**config.mk**
```make
export PLATFORM = sky130hd
export DESIGN_NAME = multicycle_controller
export DESIGN_NICKNAME = d
export VERILOG_FILES = /design/src/rtl/multicycle_controller.sv
export SDC_FILE = /design/constraint.sdc
export NUM_CORES = 1
export LEC_CHECK = 0
export BUFFER_PORTS_ARGS = -buffer_cell sky130_fd_sc_hd__buf_2
export CORE_MARGIN = 2
export CORE_UTILIZATION = 40
export DETAILED_ROUTE_END_ITERATION = 8
export GPL_TIMING_DRIVEN = 0
export MAX_ROUTING_LAYER = met4
export PLACE_DENSITY = 0.71
export SLEW_MARGIN = 5
export SYNTH_ARGS = -nofsm -noshare
export SYNTH_HDL_FRONTEND = slang
export SYNTH_SLANG_ARGS = --single-unit
```
**constraint.sdc**
```tcl
create_clock -name clk -period 1.6 [get_ports clk]
set_input_delay 0.16 -clock clk [delete_from_list [all_inputs] [get_ports clk]]
set_output_delay 0.16 -clock clk [all_outputs]
set_load 0.05 [all_outputs]
```
**src/rtl/multicycle_controller.sv**
```systemverilog
// rtl/multicycle_controller.sv - multicycle RV32I control FSM with memory-ready stall and aludec
module aludec (
  input  logic       opb5,
  input  logic [2:0] funct3,
  input  logic       funct7b5,
  input  logic [1:0] aluop,
  output logic [2:0] alucontrol
);
  always_comb begin
    alucontrol = 3'b000;
    case (aluop)
      2'b00: alucontrol = 3'b000;
      2'b01: alucontrol = 3'b001;
      default: begin
        case (funct3)
          3'b000:  alucontrol = (opb5 & funct7b5) ? 3'b001 : 3'b000;
          3'b010:  alucontrol = 3'b101;
          3'b110:  alucontrol = 3'b011;
          3'b111:  alucontrol = 3'b010;
          default: alucontrol = 3'b000;
        endcase
      end
    endcase
  end
endmodule

module multicycle_controller #(
  parameter logic [3:0] RESET_STATE = 4'd0
) (
  input  logic       clk,
  input  logic       reset_n,
  input  logic [6:0] op,
  input  logic [2:0] funct3,
  input  logic       funct7b5,
  input  logic       Zero,
  input  logic       mem_ready,
  output logic       PCWrite,
  output logic       AdrSrc,
  output logic       MemWrite,
  output logic       IRWrite,
  output logic [1:0] ResultSrc,
  output logic [1:0] ALUSrcA,
  output logic [1:0] ALUSrcB,
  output logic [2:0] ImmSrc,
  output logic       RegWrite,
  output logic [2:0] ALUControl,
  output logic       illegal_instr,
  output logic       instr_retire,
  output logic [3:0] state
);
  localparam logic [3:0] FETCH = 4'd0, DECODE = 4'd1, MEMADR = 4'd2, MEMREAD = 4'd3;
  localparam logic [3:0] MEMWB = 4'd4, MEMWRITE = 4'd5, EXECR = 4'd6, ALUWB = 4'd7;
  localparam logic [3:0] EXECI = 4'd8, JAL = 4'd9, BEQ = 4'd10, LUIWB = 4'd11;

  localparam logic [6:0] OP_LW = 7'b0000011, OP_SW = 7'b0100011, OP_R = 7'b0110011;
  localparam logic [6:0] OP_I = 7'b0010011, OP_JAL = 7'b1101111, OP_BEQ = 7'b1100011;
  localparam logic [6:0] OP_LUI = 7'b0110111;

  logic [3:0] next_state;
  logic [1:0] aluop;
  logic       pcupdate, branch, irwrite_raw, memwrite_raw, regwrite_raw;
  logic       illegal_raw, retire_raw;

  always_ff @(posedge clk) begin
    if (!reset_n) state <= RESET_STATE;
    else          state <= next_state;
  end

  always_comb begin
    next_state = FETCH;
    case (state)
      FETCH:    next_state = mem_ready ? DECODE : FETCH;
      DECODE: begin
        case (op)
          OP_LW, OP_SW: next_state = MEMADR;
          OP_R:         next_state = EXECR;
          OP_I:         next_state = EXECI;
          OP_JAL:       next_state = JAL;
          OP_BEQ:       next_state = BEQ;
          OP_LUI:       next_state = LUIWB;
          default:      next_state = FETCH;
        endcase
      end
      MEMADR:   next_state = (op == OP_SW) ? MEMWRITE : MEMREAD;
      MEMREAD:  next_state = mem_ready ? MEMWB : MEMREAD;
      MEMWRITE: next_state = mem_ready ? FETCH : MEMWRITE;
      EXECR, EXECI, JAL: next_state = ALUWB;
      default:  next_state = FETCH;
    endcase
  end

  always_comb begin
    AdrSrc       = 1'b0;
    ResultSrc    = 2'b00;
    ALUSrcA      = 2'b00;
    ALUSrcB      = 2'b00;
    aluop        = 2'b00;
    pcupdate     = 1'b0;
    branch       = 1'b0;
    irwrite_raw  = 1'b0;
    memwrite_raw = 1'b0;
    regwrite_raw = 1'b0;
    illegal_raw  = 1'b0;
    retire_raw   = 1'b0;
    ImmSrc       = 3'b000;
    if (state <= LUIWB) begin
      case (op)
        OP_SW:   ImmSrc = 3'b001;
        OP_BEQ:  ImmSrc = 3'b010;
        OP_JAL:  ImmSrc = 3'b011;
        OP_LUI:  ImmSrc = 3'b100;
        default: ImmSrc = 3'b000;
      endcase
    end
    case (state)
      FETCH: begin
        ALUSrcB     = 2'b10;
        ResultSrc   = 2'b10;
        irwrite_raw = mem_ready;
        pcupdate    = mem_ready;
      end
      DECODE: begin
        ALUSrcA = 2'b01;
        ALUSrcB = 2'b01;
        case (op)
          OP_LW, OP_SW, OP_R, OP_I, OP_JAL, OP_BEQ, OP_LUI: illegal_raw = 1'b0;
          default: illegal_raw = 1'b1;
        endcase
      end
      MEMADR: begin
        ALUSrcA = 2'b10;
        ALUSrcB = 2'b01;
      end
      MEMREAD: AdrSrc = 1'b1;
      MEMWB: begin
        ResultSrc    = 2'b01;
        regwrite_raw = 1'b1;
        retire_raw   = 1'b1;
      end
      MEMWRITE: begin
        AdrSrc       = 1'b1;
        memwrite_raw = 1'b1;
        retire_raw   = mem_ready;
      end
      EXECR: begin
        ALUSrcA = 2'b10;
        aluop   = 2'b10;
      end
      EXECI: begin
        ALUSrcA = 2'b10;
        ALUSrcB = 2'b01;
        aluop   = 2'b10;
      end
      ALUWB, LUIWB: begin
        ResultSrc    = (state == LUIWB) ? 2'b11 : 2'b00;
        regwrite_raw = 1'b1;
        retire_raw   = 1'b1;
      end
      JAL: begin
        ALUSrcA  = 2'b01;
        ALUSrcB  = 2'b10;
        pcupdate = 1'b1;
      end
      BEQ: begin
        ALUSrcA    = 2'b10;
        aluop      = 2'b01;
        branch     = 1'b1;
        retire_raw = 1'b1;
      end
      default: ;
    endcase
  end

  // Write enables and pulses are suppressed during reset so an aborted instruction leaves no side effects
  assign PCWrite       = reset_n & ((branch & Zero) | pcupdate);
  assign IRWrite       = reset_n & irwrite_raw;
  assign MemWrite      = reset_n & memwrite_raw;
  assign RegWrite      = reset_n & regwrite_raw;
  assign illegal_instr = reset_n & illegal_raw;
  assign instr_retire  = reset_n & retire_raw;

  aludec u_aludec (
    .opb5       (op[5]),
    .funct3     (funct3),
    .funct7b5   (funct7b5),
    .aluop      (aluop),
    .alucontrol (ALUControl)
  );
endmodule

```
== Word level (Yosys, flattened, before mapping) ==
Index checks and enable logic that the tools add are counted.
Storage, ports and cells
  flip-flop bits (word level): 4
  bits of input ports: 15
  output and inout bits: 23
Operators by class
  magnitude comparators: 1
  equality and inequality tests: 22
  muxes and demuxes: 25
  bitwise operators: 9
  reduce and logical (&&, ||, !) cells: 15
Operators by type and width (number)
  case mux 4 bit (6 select lines): 2
  case mux 3 bit (4 select lines): 2
  == test 7 x 6 -> 1 bit (second input constant): 3
  == test 4 x 3 -> 1 bit (second input constant): 4
  == test 4 bit (second input constant): 4
  == test 7 bit (second input constant): 2
  two-way mux 3 bit: 4
  case mux 2 bit (2 select lines): 3
  OR reduction 2 bit: 6
  two-way mux 1 bit: 9
  OR reduction 3 bit: 3
  AND 1 bit: 8
  == test 4 x 2 -> 1 bit (second input constant): 2
  OR reduction 4 bit: 2
  == test 7 x 2 -> 1 bit (second input constant): 1
  == test 7 x 5 -> 1 bit (second input constant): 1
  OR reduction 7 bit: 1
  == test 3 bit (second input constant): 2
  case mux 2 bit (3 select lines): 1
  case mux 3 bit (2 select lines): 1
  == test 4 x 1 -> 1 bit (second input constant): 1
  <= comparator 4 bit (second input constant): 1
  logical NOT 4 bit: 1
  case mux 1 bit (2 select lines): 2
  6 further kinds: 6

== Logic depth before layout (Yosys ltp) ==
  depth in word-level cells: 5
  gate-level depth with buffers: 5
  gate-level depth less buffers: 4

== Cells and area by module ==
Synthesis repeated with hierarchy kept, for this count alone.
Unflattened totals
  cell total of the unflattened synthesis: 123
  area, all modules: 803.3 µm²
By module, submodules not included
  multicycle_controller: instances 1, cells each 116, area each 760.7 µm², seq. area each 80.1 µm²
  aludec: instances 1, cells each 7, area each 42.5 µm², seq. area each 0.0 µm²

== Worst setup path before layout ==
Ideal clock, no wire load.
  path kind: reg2out
  start: register state[3]
  end: output ALUControl[2]
  arrival: 3.709 ns
  data required time: 1.440 ns
  setup slack: -2.269 ns
  cell stages (with the launch flop): 4
  buffers on the path: 1
  cells stage by stage: dfxtp_1 clkbuf_1 nand2_1 a2111oi_0
Between the ends
  longest elaborated chain between the ends: 5
  elaborated cells on any way between the ends: 8
  those cells by class: 4 x eq/ne; 2 x mux; 2 x reduce/logical
Ends and longest elaborated chain
  start, declared: RTL line 49  | output logic [3:0] state
  start signal, assigned: RTL line 66  | else state <= next_state;
  == test 4 bit / == test 4 x 3 -> 1 bit (equally long branches): RTL line 115  | case (state)
  OR reduction 2 bit (no line)
  case mux 2 bit (2 select lines) (*): RTL line 115
  == test 2 x 1 -> 1 bit / logical NOT 2 bit (equally long branches): RTL line 11  | case (aluop)
  case mux 3 bit (2 select lines) (*): RTL line 11
  end, declared: RTL line 46  | output logic [2:0] ALUControl,
Mark *: on every way between the ends. The rest lies on a longest branch, timed or not.

== Worst setup path after layout ==
  start: register state[3]
  end: output PCWrite
Between the ends
  longest elaborated chain between the ends: 5
  elaborated cells on any way between the ends: 8
  those cells by class: 2 x eq/ne; 2 x mux; 3 x bitwise; 1 x reduce/logical
Ends and longest elaborated chain
  == test 4 bit: RTL line 115
  two-way mux 1 bit: RTL line 115
  AND 1 bit: RTL line 175  | assign PCWrite = reset_n & ((branch & Zero) | pcupdate);
  OR 1 bit (*): RTL line 175
  AND 1 bit (*): RTL line 175
  end, declared: RTL line 37  | output logic PCWrite,
Marks and branches as above.

==> results.tsv <==
stage	metric	value	unit
outcome	status	finished with violations	
outcome	failing checks	negative setup slack	
placed_design	Placer Congestion	0.861	
global_route	busiest grt layer	met2	
global_route	largest net degree at the start of global routing	12	
die	die area	2230	µm²
detailed_routing	Via density	6.48	
cts	Clock Latency Late Sink	0.23	ns
setup_path	worst-path fanout max	5	
placed_design	input/output buffers	36	
sta	setup slack after layout	-0.0904	ns
cts	CTS sink count	4	
power	Peak VDD IR	493	µV
final_layout	Fill cells	81	
detailed_routing	DR WL/cell	18.4	µm
global_route	met3 Usage GRT	2.31	%
placed_design	Cell Count Post-Placement	178	
detailed_routing	final wirelength	3560	µm
cts	clock buffer depth	2	
logic_synthesis	Primary FF master, synth	dfxtp_1	
cts	cts hold-fix bufs	0	
logic_synthesis	Seq/Total Area, Yosys	10.7	%
power	PwrDens	324	nW/µm²
power	Power Total	504	µW
setup_path	crit end category	output port	
final_layout	multi-input logic area	886	µm²
sta	post-layout minimum cycle time	1.69	ns
final_layout	largest reg by FF count	state	
placed_design	HPWL Detailed	1950	µm
logic_synthesis	largest family of logic cells by synthesized area	simple AND/OR/NAND/NOR gates	
logic_synthesis	Synth Area in XOR/XNOR	2.35	%
final_layout	Post-Layout Cell Count	194	
global_route	met1 Track Usage GR	39.0	%
setup_path	WP data arrival	1.53	ns
final_layout	Inserted Diodes	0	
logic_synthesis	share of the synthesized area in the top cell type	10.7	%
placed_design	DP Area	1140	µm²
logic_synthesis	top post-synthesis cells by area	dfxtp_1 (11%), a21oi_1 (7.4%), nand2_1 (7.0%)	
logic_synthesis	syn nets	132	
sta	final setup fails	12	
sta	Final Hold Fails	0	
die	num rows	15	
sta	RSZ-0062 raised after global routing	true	
sta	max_slew headroom	49.4	%
die	Core Region	1750	µm²
die	IO Pins	38	
sta	period utilisation layout	106	%
final_layout	fin area	1560	µm²
placed_design	pre-CTS WS	-0.143	ns
setup_path	WP data required	1.44	ns
final_layout	largest registers	state: 4 flops	
global_route	grt met2 use	43.3	%
global_route	first-pass GRT wire length	4400	µm
logic_synthesis	post-synth top area cell	dfxtp_1	
setup_path	Worst setup SP type	register	
flow_run	Max-Cap Viols	0	
final_layout	max reg flops	4	
logic_synthesis	Post-Synth Adder-Cell Area	0	%
logic_synthesis	synth cell count leaders	nand2_1 (14), a21oi_1 (11), o21ai_0 (10)	
final_layout	Nets	186	
detailed_routing	vias	1257	
cts	Worst-path clk slew	0.04	ns
die	Die Ht	47.2	µm
global_route	GRT Overall Usage	28.5	%
sta	Final Max Tran Viols	0	
logic_synthesis	Yosys cell types	39	
logic_synthesis	Syn Area/Cell	6.37	µm²
worst_hold_path	Hold Path Class	input pin to register	
logic_synthesis	multiplexer share of the synthesized area	2.68	%
logic_synthesis	Synth async-reset ratio	0	%
setup_path	kind of critical path	register to output port	
detailed_routing	post-route ant nets	0	
global_route	vias in the first global route	966	
global_route	global route total overflow	0	
logic_synthesis	most common cell in the netlist	nand2_1	
logic_synthesis	Post-synth EDFFs	0	
die	die width	47.2	µm
power	Leak	0.630	nW
detailed_routing	DRC viols	0	
final_layout	Layout area overhead	109	%
logic_synthesis	Syn Inst Count	117	
sta	Worst Skew	0.000178	ns
die	Initial Util	42.7	%
sta	Worst-Margin Slew	0.739	ns
detailed_routing	Pre-Repair DR Iteration Count	4	
sta	highest clock rate	592	MHz
global_route	initial antenna violation count	0	
cts	CTS Buf Count	3	
cts	htree depth	1	
detailed_routing	Iteration-0 DRC Markers	51	
cts	Root Buffer	clkbuf_4	
logic_synthesis	mapped cell area	746	µm²
logic_synthesis	post-synthesis simple-gate area fraction	44.1	%
logic_synthesis	post-synthesis sequential element count	4	
logic_synthesis	synth warn	0	
final_layout	layout cell share with drive strength beyond 1	62.1	%
cts	TritonCTS clock tree	yes	
logic_synthesis	Synth Area in Compound Gates	32.7	%
final_layout	Storage cell area	95.1	µm²
-- layout by cell type, fill, tap and decap left out, types with 2 or more instances in the layout --
master,synthesis,routed
buf_2,2,18
buf_6,0,15
buf_4,0,13
nand2_1,14,7
a21oi_1,11,6
clkbuf_4,0,6
nand2_2,0,5
nor2b_1,7,5
buf_8,0,4
o21ai_2,0,4
o21ai_0,10,4
a21oi_4,0,4
dfxtp_4,0,4
nor2_1,6,3
nor3_4,0,3
inv_1,6,3
nand2b_1,3,3
nand2_4,0,2
clkinvlp_4,0,2
nor2_2,0,2
o311a_1,2,2
and3_1,4,2
clkbuf_1,4,2
nor3_1,5,2
nand3b_1,2,2
mux2i_1,2,2
nor4_1,3,2
o211ai_1,2,2
nand4_1,2,2
nor3b_1,2,2
-- critical path, cell delays in order (launching register included) --
cell     delay (ns)
dfxtp_4        0.36
or4b_4         0.54
o21ai_2        0.07
and3_4         0.19
buf_8          0.14
-- cell families (layout without fill, tap and decap cells) --
| kind of cell | Yosys count | in the layout |
|---|---|---|
| AND/OR/NAND/NOR | 57 | 57 |
| AO/OA/AOI/OAI | 38 | 38 |
| buffers and inverters | 14 | 66 |
| flip-flops | 4 | 4 |
| XOR/XNOR | 2 | 2 |
| multiplexers | 2 | 2 |
-- what timing repair did --
item	CTS	global route
setup endpoints to repair	18	20
resized for setup	56	33
buffers inserted	9	6
pin swaps	3	9
hold endpoints to repair	0	0
-- cell type report --
| cell class | count | share of cell area [%] |
|---|---|---|
| Buffer | 7 | 5.55 |
| Clock buffer | 3 | 1.45 |
| Inverter | 6 | 1.93 |
| Multi-Input combinational cell | 99 | 56.9 |
| Sequential cell | 4 | 6.11 |
| Tap cell | 25 | 2.01 |
| Timing Repair Buffer | 50 | 26.0 |
-- per-stage QoR --
step                hold WS [ns]  util [%]  TNS (ns)
floorplan                  0.312         -    -0.308
global placement           0.456      65.3    -0.236
detailed placement         0.463      65.3    -0.391
CTS                        0.208      80.3    -0.622
global route               0.247      89.2     -1.21
finish                     0.235      89.2    -0.673
-- layer usage --
layer	up-vias	part of all wire [%]
met5	-	0
met4	0	5.8
met3	26	8.6
met2	90	47
met1	597	38
li1	544	-
-- final timing paths --
kind | start | endpoint | slack, ns | depth (start not counted)
worst min-delay path | op[0] | state[3]$_SDFF_PN0_ | 0.24 | 3
worst max-delay path | state[3]$_SDFF_PN0_ | PCWrite | -0.09 | 4
worst min register to register | state[2]$_SDFF_PN0_ | state[0]$_SDFF_PN0_ | 0.72 | 3
worst max register to register | state[3]$_SDFF_PN0_ | state[2]$_SDFF_PN0_ | -0.08 | 5
-- where the power goes --
| part | internal, mW | leakage (nW) | switching, mW |
|---|---|---|---|
| clock | 0.0838 | 0.0138 | 0.0403 |
| sequential | 0.0979 | 0.0355 | 0.00974 |
| combinational | 0.102 | 0.581 | 0.171 |
| total | 0.283 | 0.630 | 0.221 |
No activity file was read; power rests on OpenSTA's default activity.
